File: src/rtl/clk_sched_pkg.sv
// Shared types and defaults for the clock-domain scheduler: per-domain state
// encoding, domain index names and the round-robin wrap helper.
package clk_sched_pkg;

    typedef enum logic [1:0] {
        ST_OFF  = 2'd0,
        ST_WAKE = 2'd1,
        ST_ON   = 2'd2,
        ST_IDLE = 2'd3
    } dom_state_t;

    localparam int DOM_FIR = 0;
    localparam int DOM_FFT = 1;
    localparam int DOM_DMA = 2;

    localparam int DEF_NUM_DOM     = 3;
    localparam int DEF_WAKE_CYCLES = 4;
    localparam int DEF_IDLE_CYCLES = 16;
    localparam int DEF_MAX_ACTIVE  = 2;
    localparam int DEF_CNT_W       = 8;

    // Wraps an index that has stepped at most one lap past the last domain.
    function automatic int rr_wrap(input int idx, input int n);
        return (idx >= n) ? idx - n : idx;
    endfunction

endpackage : clk_sched_pkg

File: src/rtl/clk_domain_scheduler_if.sv
// Request/grant bundle between accelerator units (master) and the clock-domain
// scheduler (slave), plus the enable and budget status it publishes.
interface clk_domain_scheduler_if #(
    parameter int NUM_DOM = 3
);
    localparam int ACW = $clog2(NUM_DOM + 1);

    logic [NUM_DOM-1:0] req;
    logic [NUM_DOM-1:0] grant;
    logic [NUM_DOM-1:0] enable_out;
    logic [ACW-1:0]     active_cnt;
    logic               budget_full;

    modport master (
        output req,
        input  grant,
        input  enable_out,
        input  active_cnt,
        input  budget_full
    );

    modport slave (
        input  req,
        output grant,
        output enable_out,
        output active_cnt,
        output budget_full
    );

endinterface : clk_domain_scheduler_if

File: src/rtl/clk_dom_fsm.sv
// Per-domain power sequencer: OFF -> WAKE -> ON <-> IDLE -> OFF, with wake and
// idle down-counters. enable, grant and active are registered alongside state.
module clk_dom_fsm
    import clk_sched_pkg::*;
#(
    parameter int WAKE_CYCLES = DEF_WAKE_CYCLES,
    parameter int IDLE_CYCLES = DEF_IDLE_CYCLES,
    parameter int CNT_W       = DEF_CNT_W
) (
    input  logic clk_in,
    input  logic reset_n,
    input  logic req,
    input  logic admit,
    input  logic force_on,
    output logic enable,
    output logic grant,
    output logic active
);

    localparam logic [CNT_W-1:0] WAKE_LOAD = CNT_W'(WAKE_CYCLES - 1);
    localparam logic [CNT_W-1:0] IDLE_LOAD = CNT_W'(IDLE_CYCLES - 1);

    dom_state_t       state;
    logic [CNT_W-1:0] wake_cnt;
    logic [CNT_W-1:0] idle_cnt;

    // NOTE: every register here uses <= so all branches read the pre-edge
    // state and counters; blocking writes would leak new values into later
    // decisions within the same edge.
    always_ff @(posedge clk_in or negedge reset_n) begin
        if (!reset_n) begin
            state    <= ST_OFF;
            wake_cnt <= '0;
            idle_cnt <= '0;
            enable   <= 1'b0;
            grant    <= 1'b0;
            active   <= 1'b0;
        end else begin
            case (state)
                ST_OFF: begin
                    if (admit || force_on) begin
                        state    <= ST_WAKE;
                        wake_cnt <= WAKE_LOAD;
                        enable   <= 1'b1;
                        active   <= 1'b1;
                    end
                end

                // The wake always runs to completion; req only picks the exit.
                ST_WAKE: begin
                    if (wake_cnt == '0) begin
                        if (req) begin
                            state <= ST_ON;
                            grant <= 1'b1;
                        end else begin
                            state    <= ST_IDLE;
                            idle_cnt <= IDLE_LOAD;
                        end
                    end else begin
                        wake_cnt <= wake_cnt - 1'b1;
                    end
                end

                ST_ON: begin
                    if (!req) begin
                        state    <= ST_IDLE;
                        grant    <= 1'b0;
                        idle_cnt <= IDLE_LOAD;
                    end
                end

                // A returning request beats the timeout, even on the last count.
                ST_IDLE: begin
                    if (req) begin
                        state    <= ST_ON;
                        grant    <= 1'b1;
                        idle_cnt <= '0;
                    end else if (idle_cnt == '0) begin
                        if (!force_on) begin
                            state  <= ST_OFF;
                            enable <= 1'b0;
                            active <= 1'b0;
                        end
                    end else begin
                        idle_cnt <= idle_cnt - 1'b1;
                    end
                end

                default: begin
                    state  <= ST_OFF;
                    enable <= 1'b0;
                    grant  <= 1'b0;
                    active <= 1'b0;
                end
            endcase
        end
    end

endmodule : clk_dom_fsm

File: src/rtl/clk_domain_scheduler.sv
// Clock-domain scheduler top: round-robin admission under an active-domain
// budget, one clk_dom_fsm per domain. Optional CLK_SCHED_FORCE_EN adds force_on.
module clk_domain_scheduler
    import clk_sched_pkg::*;
#(
    parameter int NUM_DOM     = DEF_NUM_DOM,
    parameter int WAKE_CYCLES = DEF_WAKE_CYCLES,
    parameter int IDLE_CYCLES = DEF_IDLE_CYCLES,
    parameter int MAX_ACTIVE  = DEF_MAX_ACTIVE,
    parameter int CNT_W       = DEF_CNT_W
) (
    input logic                 clk_in,
    input logic                 reset_n,
`ifdef CLK_SCHED_FORCE_EN
    input logic [NUM_DOM-1:0]   force_on,
`endif
    clk_domain_scheduler_if.slave bus
);

    localparam int PTR_W = (NUM_DOM > 1) ? $clog2(NUM_DOM) : 1;
    localparam int ACW   = $clog2(NUM_DOM + 1);
    localparam logic [ACW-1:0] MAX_ACT = ACW'(MAX_ACTIVE);

    logic [NUM_DOM-1:0] force_vec;
    logic [NUM_DOM-1:0] dom_active;
    logic [NUM_DOM-1:0] dom_enable;
    logic [NUM_DOM-1:0] dom_grant;
    logic [NUM_DOM-1:0] cand;
    logic [NUM_DOM-1:0] admit;
    logic               admit_found;
    logic [PTR_W-1:0]   admit_idx;
    logic [PTR_W-1:0]   scan_idx;
    logic [PTR_W-1:0]   rr_ptr;
    logic [ACW-1:0]     active_cnt;
    logic               force_pending;

`ifdef CLK_SCHED_FORCE_EN
    assign force_vec = force_on;
`else
    assign force_vec = '0;
`endif

    // A forced wake-up claims the cycle, so no normal admission happens then.
    assign force_pending = |(force_vec & ~dom_active);
    assign cand          = bus.req & ~dom_active;

    // NOTE: every output of this block gets a default before any condition so
    // no path leaves a value held, which would otherwise infer a latch.
    always_comb begin
        int idx;
        idx         = 0;
        admit       = '0;
        admit_found = 1'b0;
        admit_idx   = '0;
        scan_idx    = '0;
        if (!force_pending && (active_cnt < MAX_ACT)) begin
            for (int i = 0; i < NUM_DOM; i++) begin
                idx      = rr_wrap(int'(rr_ptr) + i, NUM_DOM);
                scan_idx = PTR_W'(idx);
                if (!admit_found && cand[scan_idx]) begin
                    admit_found = 1'b1;
                    admit_idx   = scan_idx;
                end
            end
        end
        if (admit_found) begin
            admit[admit_idx] = 1'b1;
        end
    end

    always_ff @(posedge clk_in or negedge reset_n) begin
        if (!reset_n) begin
            rr_ptr <= '0;
        end else if (admit_found) begin
            rr_ptr <= PTR_W'(rr_wrap(int'(admit_idx) + 1, NUM_DOM));
        end
    end

    // The active flags are registered, so the count follows state by one edge
    // and a slot freed this edge is only usable from the next one.
    always_comb begin
        active_cnt = '0;
        for (int i = 0; i < NUM_DOM; i++) begin
            active_cnt = active_cnt + ACW'(dom_active[i]);
        end
    end

    for (genvar g = 0; g < NUM_DOM; g++) begin : g_dom
        clk_dom_fsm #(
            .WAKE_CYCLES (WAKE_CYCLES),
            .IDLE_CYCLES (IDLE_CYCLES),
            .CNT_W       (CNT_W)
        ) u_fsm (
            .clk_in   (clk_in),
            .reset_n  (reset_n),
            .req      (bus.req[g]),
            .admit    (admit[g]),
            .force_on (force_vec[g]),
            .enable   (dom_enable[g]),
            .grant    (dom_grant[g]),
            .active   (dom_active[g])
        );
    end

    assign bus.grant      = dom_grant;
    assign bus.enable_out = dom_enable;
    assign bus.active_cnt = active_cnt;
`ifdef CLK_SCHED_FORCE_EN
    assign bus.budget_full = (active_cnt >= MAX_ACT);
`else
    assign bus.budget_full = (active_cnt == MAX_ACT);
`endif

endmodule : clk_domain_scheduler

File: src/flat_wrapper.sv
// flat-port wrapper written by rule: the top's interface ports become plain ports
module clk_domain_scheduler_flat import clk_sched_pkg::*;
#(
    parameter int NUM_DOM     = DEF_NUM_DOM,
    parameter int WAKE_CYCLES = DEF_WAKE_CYCLES,
    parameter int IDLE_CYCLES = DEF_IDLE_CYCLES,
    parameter int MAX_ACTIVE  = DEF_MAX_ACTIVE,
    parameter int CNT_W       = DEF_CNT_W
)
  (clk_in, reset_n, bus_req, bus_grant, bus_enable_out, bus_active_cnt, bus_budget_full);
  clk_domain_scheduler_if #(.NUM_DOM(NUM_DOM)) bus_i ();
  input logic clk_in;
  input logic reset_n;
  input wire logic [$bits(bus_i.req)-1:0] bus_req;
  output wire logic [$bits(bus_i.grant)-1:0] bus_grant;
  output wire logic [$bits(bus_i.enable_out)-1:0] bus_enable_out;
  output wire logic [$bits(bus_i.active_cnt)-1:0] bus_active_cnt;
  output wire logic [$bits(bus_i.budget_full)-1:0] bus_budget_full;
  assign bus_i.req = bus_req;
  assign bus_grant = bus_i.grant;
  assign bus_enable_out = bus_i.enable_out;
  assign bus_active_cnt = bus_i.active_cnt;
  assign bus_budget_full = bus_i.budget_full;
  clk_domain_scheduler #(.NUM_DOM(NUM_DOM), .WAKE_CYCLES(WAKE_CYCLES), .IDLE_CYCLES(IDLE_CYCLES), .MAX_ACTIVE(MAX_ACTIVE), .CNT_W(CNT_W)) u_core (.clk_in(clk_in), .reset_n(reset_n), .bus(bus_i));
endmodule
File: config.mk
export PLATFORM = sky130hd
export DESIGN_NAME = clk_domain_scheduler_flat
export DESIGN_NICKNAME = d
export VERILOG_FILES = /design/src/rtl/clk_sched_pkg.sv /design/src/rtl/clk_domain_scheduler_if.sv /design/src/rtl/clk_dom_fsm.sv /design/src/rtl/clk_domain_scheduler.sv /design/src/flat_wrapper.sv
export SDC_FILE = /design/constraint.sdc
export NUM_CORES = 1
export LEC_CHECK = 0
export BUFFER_PORTS_ARGS = -buffer_cell sky130_fd_sc_hd__buf_4
export CORE_ASPECT_RATIO = 0.5
export CORE_UTILIZATION = 30
export CTS_CLUSTER_SIZE = 25
export DETAILED_ROUTE_END_ITERATION = 8
export SYNTH_ARGS = -nofsm -noshare
export SYNTH_HDL_FRONTEND = slang
export SYNTH_SLANG_ARGS = --single-unit
export TNS_END_PERCENT = 20
File: constraint.sdc
create_clock -name clk_in -period 2.6 [get_ports clk_in]
set_input_delay 0.52 -clock clk_in [delete_from_list [all_inputs] [get_ports clk_in]]
set_output_delay 0.52 -clock clk_in [all_outputs]
set_load 0.01 [all_outputs]
Word-level counts from Yosys, hierarchy flattened
Index checks and enable logic that the tools add are counted.

word-level totals
  bits in registers = 62
  bits in latches = 0
  bits in writable memories = 0
  bits in read-only memories = 0
  input port bits = 5
  output and inout bits = 9
  logic and storage cells = 207
  memories = 0

cells by class
  add/subtract/negate cells = 15
  multipliers = 0
  div/mod/pow operators = 0
  order comparisons = 10
  equal/unequal tests = 34
  shift operators = 0
  mux-type cells = 92
  bitwise logic cells = 2
  reduce and logical (&&, ||, !) cells = 38

operators by type and width
  kind                                                 number
  2-to-1 mux 8 bit                                     18
  case mux 8 bit (3 select lines)                      3
  logical NOT 8 bit                                    6
  case mux 8 bit (2 select lines)                      3
  subtractor 8 x 1 -> 8 bit, second input constant     6
  2-to-1 mux 2 bit                                     23
  2-to-1 mux 1 bit                                     31
  != test 2 bit, second input constant                 15
  AND reduction 3 bit                                  9
  case mux 2 bit (4 select lines)                      3
  AND reduction 4 bit                                  6
  != test 3 bit, second input constant                 6
  equality test 2 bit, second input constant           7
  < comparator 2 x 3 -> 1 bit, second input constant   4
  nonzero test 2 bit                                   6
  >= comparator 3 x 2 -> 1 bit, second input constant  3
  case mux 1 bit (3 select lines)                      3
  nonzero test 3 bit                                   3
  adder 2 x 1 -> 3 bit, second input constant          2
  binary-select mux 1 bit (select 2 bit)               3
  equality test 2 x 1 -> 1 bit, second input constant  3
  logical NOT 2 bit                                    3
  != test 2 x 1 -> 1 bit, second input constant        3
  case mux 1 bit (2 select lines)                      3
  other kinds (14)                                     19

Longest topological paths before layout
  word-level depth = 21
  gate-level depth with buffers = 11
  depth with buffers taken out = 10

Modules after synthesis
A second synthesis with hierarchy kept.

second synthesis, totals
  cells, all modules = 444
  area, all modules = 4092.7 um^2

by module, submodules not included
  module                instances  cells each  area an instance (um^2)  sequential area each (um^2)
  clk_dom_fsm           3          135         1239.9                   500.5
  clk_domain_scheduler  1          39          372.9                    50.0

Least setup slack after synthesis
OpenSTA, ideal clock, no wires.

  path kind = reg-to-reg
  from = register u_core.rr_ptr[0]
  to = register u_core.g_dom[2].u_fsm.wake_cnt[2]
  library setup time = 0.095 ns
  arrival = 2.240 ns
  required time = 2.505 ns
  setup slack = 0.264 ns
  cell stages (with the launch flop) = 11
  buffers on the path = 1
  clock period less this slack = 2.336 ns
  cell sequence = dfrtp_1 -> inv_1 -> ha_1 -> clkbuf_1 -> maj3_1 -> nor2_1 -> a2111o_1 -> ha_1 -> nor2b_1 -> and3b_1 -> o31ai_1

on the way
  longest elaborated chain between the ends = 21
  elaborated cells on any way between the ends = 39
  those cells by class = add/sub (5); order compare (5); eq/ne (1); mux (22); reduce/logical (6)

RTL lines
  what                                                           line                        text
  from (decl)                                                    clk_domain_scheduler.sv:33  logic [PTR_W-1:0] rr_ptr;
  from (signal assigned)                                         clk_domain_scheduler.sv:75  rr_ptr <= PTR_W'(rr_wrap(int'(admit_idx) + 1, NUM_DOM));
  branches (longest 18 deep; another with adder 2 x 1 -> 3 bit)  n/a
  2-to-1 mux 3 bit (*)                                           clk_domain_scheduler.sv:66  if (admit_found) begin
  != test 2 x 1 -> 1 bit (no source line) (*)                    n/a
  AND reduction 3 bit (no source line) (*)                       n/a
  to (signal assigned)                                           clk_dom_fsm.sv:60           wake_cnt <= wake_cnt - 1'b1;
  to (decl)                                                      clk_dom_fsm.sv:24           logic [CNT_W-1:0] wake_cnt;

Every way passes the cells marked *. The select of a mux whose other input is x is not followed.
A chain may end at the register's enable or synchronous reset.

Final worst setup path
  from = register u_core.rr_ptr[0]
  to = register u_core.g_dom[2].u_fsm.wake_cnt[5]

Same word-level chain as after synthesis.

==> impl_metrics.env <==
export IMPL_clk_pin_slew_worst_paths_ns=0.05
export IMPL_timing_critical_path_from_type="flip-flop"
export IMPL_worst_slew_pin_slew_ns=0.793
export IMPL_cp_buffers_inverters=1
export IMPL_synth_lib_cells_used_distinct=70
export IMPL_setup_viol=0
export IMPL_tritoncts_num_buffers=9
export IMPL_yosysWarningCount=0
export IMPL_via_count=3215
export IMPL_routability_cong=0.832
export IMPL_die_area_sq_mm=0.0137
export IMPL_static_leakage_nw=1.95
export IMPL_layout_nets=471
export IMPL_crit_required_ns=2.82
export IMPL_synth_top_cell_area_share_pct=39.3
export IMPL_die_height_um=83.1
export IMPL_synth_common_cells="sky130_fd_sc_hd__dfrtp_1 (62), sky130_fd_sc_hd__nor2_1 (41), sky130_fd_sc_hd__o21ai_0 (39)"
export IMPL_first_global_vias=2942
export IMPL_io_pins=14
export IMPL_buffer_ports_inserted=13
export IMPL_antenna_left=0
export IMPL_placed_area_sq_mm=0.00418
export IMPL_synth_yosys_seq_area_share_pct=39.3
export IMPL_antenna_cells=0
export IMPL_post_route_cells_drive_above_1_share_pct=13.2
export IMPL_worst_path_dominant_cell_family="compound AO/OA/AOI/OAI gates"
export IMPL_grt_pass1_wl_mm=14.3
export IMPL_crit_type="reg -> reg"
export IMPL_max_vdd_ir_drop_mv=0.356
export IMPL_timing_critical_path_from="u_core.rr_ptr[0]"
export IMPL_hold_viol=0
export IMPL_pwr_density_cell_mw_per_mm2=1020
export IMPL_grt_start_max_net_pins=63
export IMPL_global_route_overflow_total=0
export IMPL_wl_per_cell_um=13.1
export IMPL_horizontal_extent_of_the_die_um=164
export IMPL_max_cap_viol_count=0
export IMPL_library_cell_occupying_the_most_area_in_the_post_synthesis_netlist="sky130_fd_sc_hd__dfrtp_1"
export IMPL_core_area_sq_mm=0.0127
export IMPL_critical_path_max_fanout=8
export IMPL_tritoncts="done"
export IMPL_ctsHoldBuffers=0
export IMPL_top_count_cell_post_synth="sky130_fd_sc_hd__dfrtp_1"
export IMPL_avgViaCountPerCell=5.16
export IMPL_hold_ws_ns=0.282
export IMPL_hold_path_class="in -> async"
export IMPL_rsz_0062_raised_after_global_routing="no"
export IMPL_drc=0
export IMPL_num_fill_cells=1271
export IMPL_post_syn_instances=438
export IMPL_stdcell_area_sq_mm=0.00455
export IMPL_synth_edff_count=0
export IMPL_timing_critical_path_arrival_ns=2.66
export IMPL_clkSinkCount=62
export IMPL_postRouteWirelength_mm=8.19
export IMPL_global_route_usage_total_pct=13.0
export IMPL_clock_tree_buffer_depth=2
export IMPL_setup_tns_final_ns=0
export IMPL_htree_levels=3
export IMPL_post_synth_instance_area_sq_mm=0.00395
export IMPL_crit_reg2reg_launch="u_core.rr_ptr[0]"
export IMPL_layout_area_overhead_vs_synth_pct=15.2
export IMPL_timing_max_slew_rel_slack_pct=47.1
export IMPL_slowest_stage="sky130_fd_sc_hd__ha_2"
export IMPL_end_kind="flip-flop"
export IMPL_most_used_dff_post_synth="sky130_fd_sc_hd__dfrtp_1"
export IMPL_run_status="finished, final reports clean"
export IMPL_std_cell_rows=29
export IMPL_grt_antenna_before_repair=0
export IMPL_period_share_pct=93.9
export IMPL_first_pass_iters=4
export IMPL_ys_seq_elements=62
export IMPL_final_period_minus_worst_setup_slack_ns=2.44
export IMPL_synthTopCellsByArea="sky130_fd_sc_hd__dfrtp_1 (39%), sky130_fd_sc_hd__ha_1 (5.4%), sky130_fd_sc_hd__o21ai_0 (4.9%), sky130_fd_sc_hd__nor2_1 (3.9%), sky130_fd_sc_hd__a21oi_1 (3.7%)"
export IMPL_post_dp_hpwl_mm=5.72
export IMPL_report_final_slew_viol_count=0
export IMPL_synth_async_reset_ratio_pct=100
export IMPL_syn_nets=461
export IMPL_cpPeakStageDelay_ns=0.40
export IMPL_layout_core_utilization_pct=35.7
export IMPL_clock_tree_root_cell="sky130_fd_sc_hd__clkbuf_16"
export IMPL_worst_clk_skew_ns=0.00444
export IMPL_worstSkewPairLatency_ns=0.33
export IMPL_floorplan_initialDensity_pct=31.0
export IMPL_crit_path_cell_trace="inv_1, ha_2, a21oi_1, o41ai_1, o21a_1, ha_1, nor2b_1, nand3b_1, a32o_1"
export IMPL_initialDrtViolationCount=172
export IMPL_syn_area_per_cell_sq_um=9.02
export IMPL_timing_fmax_mhz=410
[stage by stage]
step / total power [mW] / std cells / worst slack, ns
CTS: 4.71 / 622 / 0.0949
floorplan: 2.87 / 438 / 0.264
finish: 4.66 / 623 / 0.159
detailed placement: 3.25 / 606 / 0.0517
global route: 5.01 / 623 / 0.0108
global placement: 3.23 / 606 / 0.105
[path summary, 6_finish.rpt]
check                                                    end  slack [ns]  cells after the start
max reg2reg                u_core.g_dom[2].u_fsm.wake_cnt[5]        0.16                      9
min                        u_core.g_dom[0].u_fsm.idle_cnt[1]        0.28                      1
max                        u_core.g_dom[2].u_fsm.wake_cnt[5]        0.16                      9
max in group asynchronous  u_core.g_dom[2].u_fsm.idle_cnt[4]        1.81                      1
min reg2reg                u_core.g_dom[0].u_fsm.idle_cnt[7]        0.49                      1
min in group clk_in        u_core.g_dom[0].u_fsm.idle_cnt[7]        0.49                      1
[sequential cells by signal (all words and copies together), names as in the netlist]
name,flops
u_core.g_dom.u_fsm.idle_cnt,24
u_core.g_dom.u_fsm.wake_cnt,24
u_core.g_dom.u_fsm.state,6
u_core.g_dom.u_fsm.grant,3
u_core.g_dom.u_fsm.active,2
u_core.rr_ptr,2
u_core.g_dom.u_fsm.enable,1
[logic make-up (layout without fill, tap and decap cells)]
group                    Yosys count  after routing  synth area share [%]
AO/OA/AOI/OAI                    141            141                  24.6
adder cells (fa/ha/maj)           19             19                  6.15
buffers and inverters             43             58                  5.23
AND/OR/NAND/NOR                  167            167                  23.1
multiplexers                       6              6                  1.65
flip-flops                        62             62                  39.3
[power breakdown]
group,switching (mW),internal [mW]
Sequential,0.296,1.22
Combinational,0.956,0.767
Clock,0.436,0.988
Total,1.69,2.97
[worst register-to-register path, stage by stage (launching register included)]
cell and delay [ns]:
sky130_fd_sc_hd__dfrtp_1 0.37, sky130_fd_sc_hd__inv_1 0.06, sky130_fd_sc_hd__ha_2 0.40, sky130_fd_sc_hd__a21oi_1 0.09, sky130_fd_sc_hd__o41ai_1 0.34, sky130_fd_sc_hd__o21a_1 0.19, sky130_fd_sc_hd__ha_1 0.13, sky130_fd_sc_hd__nor2b_1 0.21
sky130_fd_sc_hd__nand3b_1 0.23, sky130_fd_sc_hd__a32o_1 0.33
[per-layer routing]
layer  part of all wire, %  track usage (%)
met3                   1.9             3.45
met1                    52             17.6
met5                     0                0
met2                    45             19.9
met4                   1.0             4.63
[cells in the final DEF (no fill, tap or decap), drive strengths merged, types with 6 or more instances in the layout]
cell,count
nand2,32
dfrtp,62
nor3,22
a21oi,29
or3,7
inv,21
nand2b,12
nor2b,12
buf,20
ha,17
clkbuf,11
o21ai,39
nand3,9
o31ai,10
nor2,41
a22o,9
or4,6
[cell type report]
| cell class | count | area (sq um) | share of cell area, % |
|---|---|---|---|
| Clock buffer | 11 | 253 | 5.55 |
| Clock inverter | 5 | 105 | 2.31 |
| Inverter | 22 | 82.6 | 1.81 |
| Multi-Input combinational cell | 333 | 2200 | 48.3 |
| Sequential cell | 62 | 1550 | 34.1 |
| Tap cell | 170 | 213 | 4.67 |
| Timing Repair Buffer | 20 | 150 | 3.30 |
[timing repair]
item / 4_1_cts / 5_1_grt
gates resized for setup: 0 / 2
endpoints found under the hold margin: 0 / 0
setup endpoints to repair: 0 / 3
buffers inserted: 0 / 1
(Power assumes the default switching activity.)
